<file path="src/rtl/addsub_pkg.sv">
// addsub_pkg: shared constants and arithmetic reference for the
// pipelined add/subtract unit.
package addsub_pkg;

   localparam logic MODE_ADD = 1'b0;
   localparam logic MODE_SUB = 1'b1;

   localparam int DEF_WIDTH  = 16;
   localparam int DEF_STAGES = 4;
   localparam int MAX_W      = 64;

   // Returns {ovf, cout, sum} for a w-bit operation, sum zero-extended.
   function automatic logic [MAX_W+1:0] ref_addsub(
      input logic [MAX_W-1:0] a,
      input logic [MAX_W-1:0] b,
      input logic             cin,
      input logic             sub,
      input int               w
   );
      logic [MAX_W:0]   one;
      logic [MAX_W:0]   top;
      logic [MAX_W:0]   mask;
      logic [MAX_W:0]   full;
      logic [MAX_W:0]   low;
      logic [MAX_W-1:0] bm;
      logic             c0;
      logic             cout;
      logic             cmsb;
      one     = '0;
      one[0]  = 1'b1;
      top     = one << w;
      mask    = top - one;
      bm      = (sub == MODE_SUB) ? ~b : b;
      c0      = (sub == MODE_SUB) ? ~cin : cin;
      full    = ({1'b0, a} & mask) + ({1'b0, bm} & mask)
              + {{MAX_W{1'b0}}, c0};
      low     = ({1'b0, a} & (mask >> 1)) + ({1'b0, bm} & (mask >> 1))
              + {{MAX_W{1'b0}}, c0};
      cout    = |(full & top);
      cmsb    = |(low & (top >> 1));
      return {cmsb ^ cout, cout, full[MAX_W-1:0] & mask[MAX_W-1:0]};
   endfunction

endpackage

</file>
<file path="src/rtl/rca_slice.sv">
// rca_slice: combinational ripple-carry adder for one pipeline slice;
// also exposes the carry into its top bit for overflow detection.
module rca_slice
   import addsub_pkg::*;
#(
   parameter int SLICE = 4
) (
   input  logic [SLICE-1:0] a,
   input  logic [SLICE-1:0] b,
   input  logic             cin,
   output logic [SLICE-1:0] sum,
   output logic             cout,
   output logic             c_msb_in
);

   always_comb begin
      logic c;
      c        = cin;
      sum      = '0;
      c_msb_in = cin;
      for (int i = 0; i < SLICE; i++) begin
         c_msb_in = c;
         sum[i]   = a[i] ^ b[i] ^ c;
         c        = (a[i] & b[i]) | (c & (a[i] ^ b[i]));
      end
      cout = c;
   end

   always_comb begin
      assert ({c_msb_in ^ cout, cout, MAX_W'(sum)} ==
              ref_addsub(MAX_W'(a), MAX_W'(b), cin, MODE_ADD, SLICE))
         else $error("rca_slice result differs from reference");
   end

endmodule

</file>
<file path="src/rtl/pipelined_addsub.sv">
// pipelined_addsub: operand register followed by STAGES slice adders;
// skew registers carry pending operand slices, deskew the finished sums.
module pipelined_addsub
   import addsub_pkg::*;
#(
   parameter int WIDTH  = DEF_WIDTH,
   parameter int STAGES = DEF_STAGES
) (
   input  logic             clk,
   input  logic             rst,
   input  logic             in_valid,
   output logic             in_ready,
   input  logic [WIDTH-1:0] in_a,
   input  logic [WIDTH-1:0] in_b,
   input  logic             in_cin,
   input  logic             in_sub,
   output logic             out_valid,
   input  logic             out_ready,
   output logic [WIDTH-1:0] out_sum,
   output logic             out_cout,
   output logic             out_ovf
);

   localparam int SLICE = WIDTH / STAGES;

   logic             en;
   logic             op_vld_q;
   logic [WIDTH-1:0] opa_q;
   logic [WIDTH-1:0] opb_d, opb_q;
   logic             c0_d, c0_q;

   assign en       = out_ready | ~out_valid;
   assign in_ready = en;

   // Subtract is folded in up front: A - B - cin == A + ~B + ~cin.
   assign opb_d = (in_sub == MODE_SUB) ? ~in_b : in_b;
   assign c0_d  = (in_sub == MODE_SUB) ? ~in_cin : in_cin;

   always_ff @(posedge clk or posedge rst) begin
      if (rst) begin
         op_vld_q <= 1'b0;
         opa_q    <= '0;
         opb_q    <= '0;
         c0_q     <= 1'b0;
      end else if (en) begin
         op_vld_q <= in_valid;
         opa_q    <= in_a;
         opb_q    <= opb_d;
         c0_q     <= c0_d;
      end
   end

   for (genvar k = 0; k < STAGES; k++) begin : g_stg
      localparam int DONE = (k + 1) * SLICE;

      logic [SLICE-1:0] sa, sb, ss;
      logic             sc, sco, smsb;
      logic             vld_d, vld_q, cy_q;
      logic [DONE-1:0]  sum_d, sum_q;

      if (k == 0) begin : g_src
         assign sa    = opa_q[SLICE-1:0];
         assign sb    = opb_q[SLICE-1:0];
         assign sc    = c0_q;
         assign vld_d = op_vld_q;
         assign sum_d = ss;
      end else begin : g_src
         assign sa    = g_stg[k-1].g_skew.skew_a_q[SLICE-1:0];
         assign sb    = g_stg[k-1].g_skew.skew_b_q[SLICE-1:0];
         assign sc    = g_stg[k-1].cy_q;
         assign vld_d = g_stg[k-1].vld_q;
         assign sum_d = {ss, g_stg[k-1].sum_q};
      end

      rca_slice #(
         .SLICE(SLICE)
      ) u_rca (
         .a       (sa),
         .b       (sb),
         .cin     (sc),
         .sum     (ss),
         .cout    (sco),
         .c_msb_in(smsb)
      );

      always_ff @(posedge clk or posedge rst) begin
         if (rst) begin
            vld_q <= 1'b0;
            cy_q  <= 1'b0;
            sum_q <= '0;
         end else if (en) begin
            vld_q <= vld_d;
            cy_q  <= sco;
            sum_q <= sum_d;
         end
      end

      if (k < STAGES - 1) begin : g_skew
         localparam int REM = WIDTH - DONE;

         logic [REM-1:0] skew_a_d, skew_a_q;
         logic [REM-1:0] skew_b_d, skew_b_q;

         if (k == 0) begin : g_in
            assign skew_a_d = opa_q[WIDTH-1:SLICE];
            assign skew_b_d = opb_q[WIDTH-1:SLICE];
         end else begin : g_in
            assign skew_a_d =
               g_stg[k-1].g_skew.skew_a_q[REM+SLICE-1:SLICE];
            assign skew_b_d =
               g_stg[k-1].g_skew.skew_b_q[REM+SLICE-1:SLICE];
         end

         always_ff @(posedge clk or posedge rst) begin
            if (rst) begin
               skew_a_q <= '0;
               skew_b_q <= '0;
            end else if (en) begin
               skew_a_q <= skew_a_d;
               skew_b_q <= skew_b_d;
            end
         end
      end

      // Only the top slice's MSB carry matters for signed overflow.
      if (k == STAGES - 1) begin : g_last
         logic ovf_q;
         always_ff @(posedge clk or posedge rst) begin
            if (rst) begin
               ovf_q <= 1'b0;
            end else if (en) begin
               ovf_q <= smsb ^ sco;
            end
         end
      end else begin : g_mid
         logic unused_msb;
         assign unused_msb = smsb;
      end
   end

   assign out_valid = g_stg[STAGES-1].vld_q;
   assign out_sum   = g_stg[STAGES-1].sum_q;
   assign out_cout  = g_stg[STAGES-1].cy_q;
   assign out_ovf   = g_stg[STAGES-1].g_last.ovf_q;

endmodule
</file>
<file path="config.mk">
export PLATFORM = sky130hd
export DESIGN_NAME = pipelined_addsub
export DESIGN_NICKNAME = d
export VERILOG_FILES = /design/src/rtl/addsub_pkg.sv /design/src/rtl/rca_slice.sv /design/src/rtl/pipelined_addsub.sv
export SDC_FILE = /design/constraint.sdc
export NUM_CORES = 1
export LEC_CHECK = 0
export BUFFER_PORTS_ARGS = -buffer_cell sky130_fd_sc_hd__clkbuf_2
export CAP_MARGIN = 15
export CORE_MARGIN = 4
export CORE_UTILIZATION = 40
export DETAILED_ROUTE_END_ITERATION = 6
export HOLD_SLACK_MARGIN = 0.02
export PLACE_DENSITY_LB_ADDON = 0.05
export SLEW_MARGIN = 15
export SYNTH_ARGS = -nofsm -noshare
export SYNTH_HDL_FRONTEND = slang
export SYNTH_SLANG_ARGS = --single-unit
</file>
<file path="constraint.sdc">
create_clock -name clk -period 8.55 [get_ports clk]
set_input_delay 1.71 -clock clk [delete_from_list [all_inputs] [get_ports clk]]
set_output_delay 1.71 -clock clk [all_outputs]
set_load 0.1 [all_outputs]
</file>
Word-level counts from Yosys, hierarchy flattened
Cells that the tools add are included.
- mux-type cells: 2
- bitwise logic cells: 85
- operator list (operator ; number):
    1-bit bitwise XOR ; 33
    1-bit bitwise AND ; 32
    1-bit bitwise OR ; 17
    16-bit 2-to-1 mux ; 1
    16-bit NOT ; 1
    1-bit NOT ; 2
    1-bit 2-to-1 mux ; 1
- register bits after elaboration: 131
- input port bits: 38

Logic depth before layout (Yosys ltp)
- depth in word-level cells: 10
- depth in mapped cells: 9
- gate-level depth less buffers: 9

Modules after synthesis
Synthesis repeated with hierarchy kept, for this count alone.
- cells, all modules: 347
- area, all modules: 5809.3 um2
- by module, submodules not included (module ; cells each ; area an instance (um2) ; times used):
    pipelined_addsub ; 299 ; 5368.9 ; 1
    rca_slice ; 12 ; 110.1 ; 4

Least setup slack after synthesis
OpenSTA, ideal clock, no wires.
- path type: input port to output port
- start point: input port out_ready
- end point: output port in_ready
- stages: 5
- setup slack: 4.314 ns
- arrival: 2.526 ns
- data required time: 6.840 ns
- path through: nand2b_1 buf_2 buf_6 buf_6 buf_6
- longest elaborated chain between the ends: 1
- ends and longest elaborated chain (what ; line ; source):
    from (decl) ; pipelined_addsub.sv:18 ; input logic out_ready,
    1-bit bitwise OR ; pipelined_addsub.sv:32 ; assign en = out_ready | ~out_valid;
    to (decl) ; pipelined_addsub.sv:12 ; output logic in_ready,
Every way passes these cells.

Final worst setup path
Ends and elaborated chain as after synthesis.

==> impl_metrics.yaml <==
clock_network:
  cts_tree: "built"
  clkSlewWorstSetupHoldPaths_ns: 0.06
  cts_sinks: 131
  htree_levels: 4
  clock_path_buffers: 2
  cts_hold_buf: 0
  cts_root_buf: "clkbuf_16"
  cts_buffers: 17
  post_cts_resized: 0
  clock_latency_ns: 0.42
  cts_setup_buffers: 0
job:
  drv_cap: 0
route:
  totalWireLength_mm: 9.37
  dr.first_iter.drc_count: 131
  final_antenna_net_count: 0
  drc: 0
  dr.pass1.iters: 4
  num_vias: 2835
  via_per_inst: 4.65
  wl_per_cell_microns: 15.4
synth:
  synth.most_common_cell: "dfrtp_1"
  synthTopCellsByArea: "dfrtp_1, mux2_4, mux2_2, fa_1, xor2_1"
  syn-num-nets: 411
  ys.flop_type: "dfrtp_1"
  synth-warning-count: 0
  ys_types: 16
  ys_seq_area_share_pct: 56.8
  synth-edff-count: 0
  synth_common_cells: "dfrtp_1, mux2_4, mux2_2"
  synth_seq_cells: 131
  syn_area_sq_um: 5780
  async_reset_ff_share_pct: 100
  netlist_instances: 357
  synth_area_per_cell_sq_um: 16.2
  synth_largest_area_cell: "dfrtp_1"
  synth_top_area_share_pct: 56.8
timing:
  max-slew-margin-rel_pct: 37.1
  hold_viol: 0
  worst_pin_slew_ns: 0.944
  drv_slew: 0
  hold-worst-slack_ns: 0.472
  fin_skew_ns: 0.00854
  rsz0062_at_grt: "false"
  setup_viol: 0
  finalCriticalPeriod_ns: 4.90
  fmax_ghz: 0.204
  fin_tns_setup_ns: 0
  min_period_over_period_pct: 57.3
final_layout:
  nets: 471
  n_antenna_cell: 0
  syn2layout_area_growth_pct: 18.0
  layout.cells.non_filler: 610
  layout-drive-gt1-share_pct: 50.0
  design_area_sq_um: 6820
critical_path:
  r2r_end: "g_stg[2].sum_q[10]$_DFFE_PP0P_"
  critPathLaunch: "out_ready"
  r2r-start: "out_valid$_DFFE_PP0P_"
  crit_path_end_kind: "output pin"
  worst-r2r-setup-slack_ns: 5.36
  crit_type: "in2out"
  cp.required_ns: 6.84
  critical_path.max_fanout: 35
  arrival_ns: 3.19
  crit_path_start_kind: "primary input"
  reg2regPathDepth: 4
  crit_end: "in_ready"
grt:
  grt_max_degree: 69
  grt_pass1_wl_mm: 16.1
  grt_overflow_total: 0
  first_global_vias: 3042
  antenna_found_initial: 0
  track_usage_pct: 12.9
floorplanning:
  die_x_microns: 128
  io-pin-count: 58
  dieArea_sq_um: 16400
  start_util_pct: 41.3
  std_cell_rows: 43
  dieHeight_microns: 128
  core_area_sq_um: 14000
status:
  status: "complete, no violations"
hold_path:
  min_path_type: "reg2reg"
placed_design:
  hpwl_mm: 5.89
  placed_area_sq_um: 6170
  place_inst: 578
  port_buffers: 57
  gp_congestion: 0.667
power_and_ir_drop:
  irDropWorstVdd_mv: 0.226
  p_leak_nw: 3.25
  p_per_area_nw_per_um2: 451
-- layout make-up --
| type | instances | area (sq um) |
|---|---|---|
| clock buffer | 21 | 440 |
| multi-input combinational | 178 | 2240 |
| fill | 1269 | 7170 |
| inverter | 29 | 114 |
| tap | 180 | 225 |
| clock inverter | 11 | 208 |
| sequential | 131 | 3280 |
| timing repair buffer | 60 | 308 |
-- state kept, by name (all words and copies together) (netlist names), 3 cells and up --
signal and flops:
g_stg.g_skew.skew_a_q 24, g_stg.g_skew.skew_b_q 24, g_stg.sum_q 24, opa_q 16, opb_q 16, out_sum 16, g_stg.cy_q 3, g_stg.vld_q 3
-- cells in the final DEF (no fill, tap or decap), types with 4 or more instances in the layout --
cell       synthesis  routed
bufinv_16          0       6
inv_1             29      28
nor3b_1           12      12
clkbuf_2           0      57
mux2_2            53      53
clkinv_2           0       4
mux2_4            63      63
clkbuf_16          0      17
clkbuf_1           2       4
fa_1              16      16
dfrtp_1          131     131
a21oi_2            9       9
xor2_1            15      15
-- how the worst min path moves through the flow --
stage                               startpoint                    end  slack (ns)  cells past startpoint
floorplan           g_stg[2].vld_q$_DFFE_PP0P_  out_valid$_DFFE_PP0P_        0.43                      1
global placement    g_stg[2].vld_q$_DFFE_PP0P_  out_valid$_DFFE_PP0P_        0.45                      1
detailed placement  g_stg[2].vld_q$_DFFE_PP0P_  out_valid$_DFFE_PP0P_        0.47                      1
CTS                 g_stg[2].vld_q$_DFFE_PP0P_  out_valid$_DFFE_PP0P_        0.48                      1
global route        g_stg[2].vld_q$_DFFE_PP0P_  out_valid$_DFFE_PP0P_        0.50                      1
finish              g_stg[2].vld_q$_DFFE_PP0P_  out_valid$_DFFE_PP0P_        0.47                      1
-- report_power, final --
part	total (W)	leakage [nW]	internal, W	switching, W
registers	0.00108	1.52	0.000906	0.000174
clock network	0.000801	0.315	0.000544	0.000256
logic	0.00120	1.42	0.000529	0.000667
total	0.00308	3.25	0.00198	0.00110
-- cell families after synthesis --
logic type / after synthesis / synth area share (%)
muxes: 118 / 27.1
adders and majority gates: 16 / 5.55
xor gates and xnor gates: 18 / 2.73
and+or+nand+nor: 14 / 1.78
DFF: 131 / 56.8
buffers and inverters: 48 / 4.51
AOI/OAI and AO/OA: 12 / 1.62
-- through the flow --
| stage | setup slack, ns | util (%) | power, W |
|---|---|---|---|
| 2_1_floorplan | 3.34 | - | 0.00210 |
| 3_3_place_gp | 3.63 | 44.1 | 0.00228 |
| 3_5_place_dp | 3.62 | 44.1 | 0.00231 |
| 4_1_cts | 3.61 | 48.7 | 0.00313 |
| 5_1_grt | 3.55 | 48.7 | 0.00327 |
| 6_report | 3.65 | 48.7 | 0.00308 |
-- worst max-delay path: stages --
cell      delay [ns]
clkbuf_2        0.29
nand2b_4        0.60
clkbuf_2        0.57
-- routing by layer --
| layer | up-vias | share of wire, % | track usage, % |
|---|---|---|---|
| met5 | - | 0 | 0 |
| met1 | 1457 | 50 | 18.2 |
| met4 | 0 | 1.7 | 4.87 |
| met2 | 46 | 45 | 17.6 |
| met3 | 18 | 4.1 | 5.29 |
| li1 | 1314 | - | - |
Power figures use the tool's default switching activity.
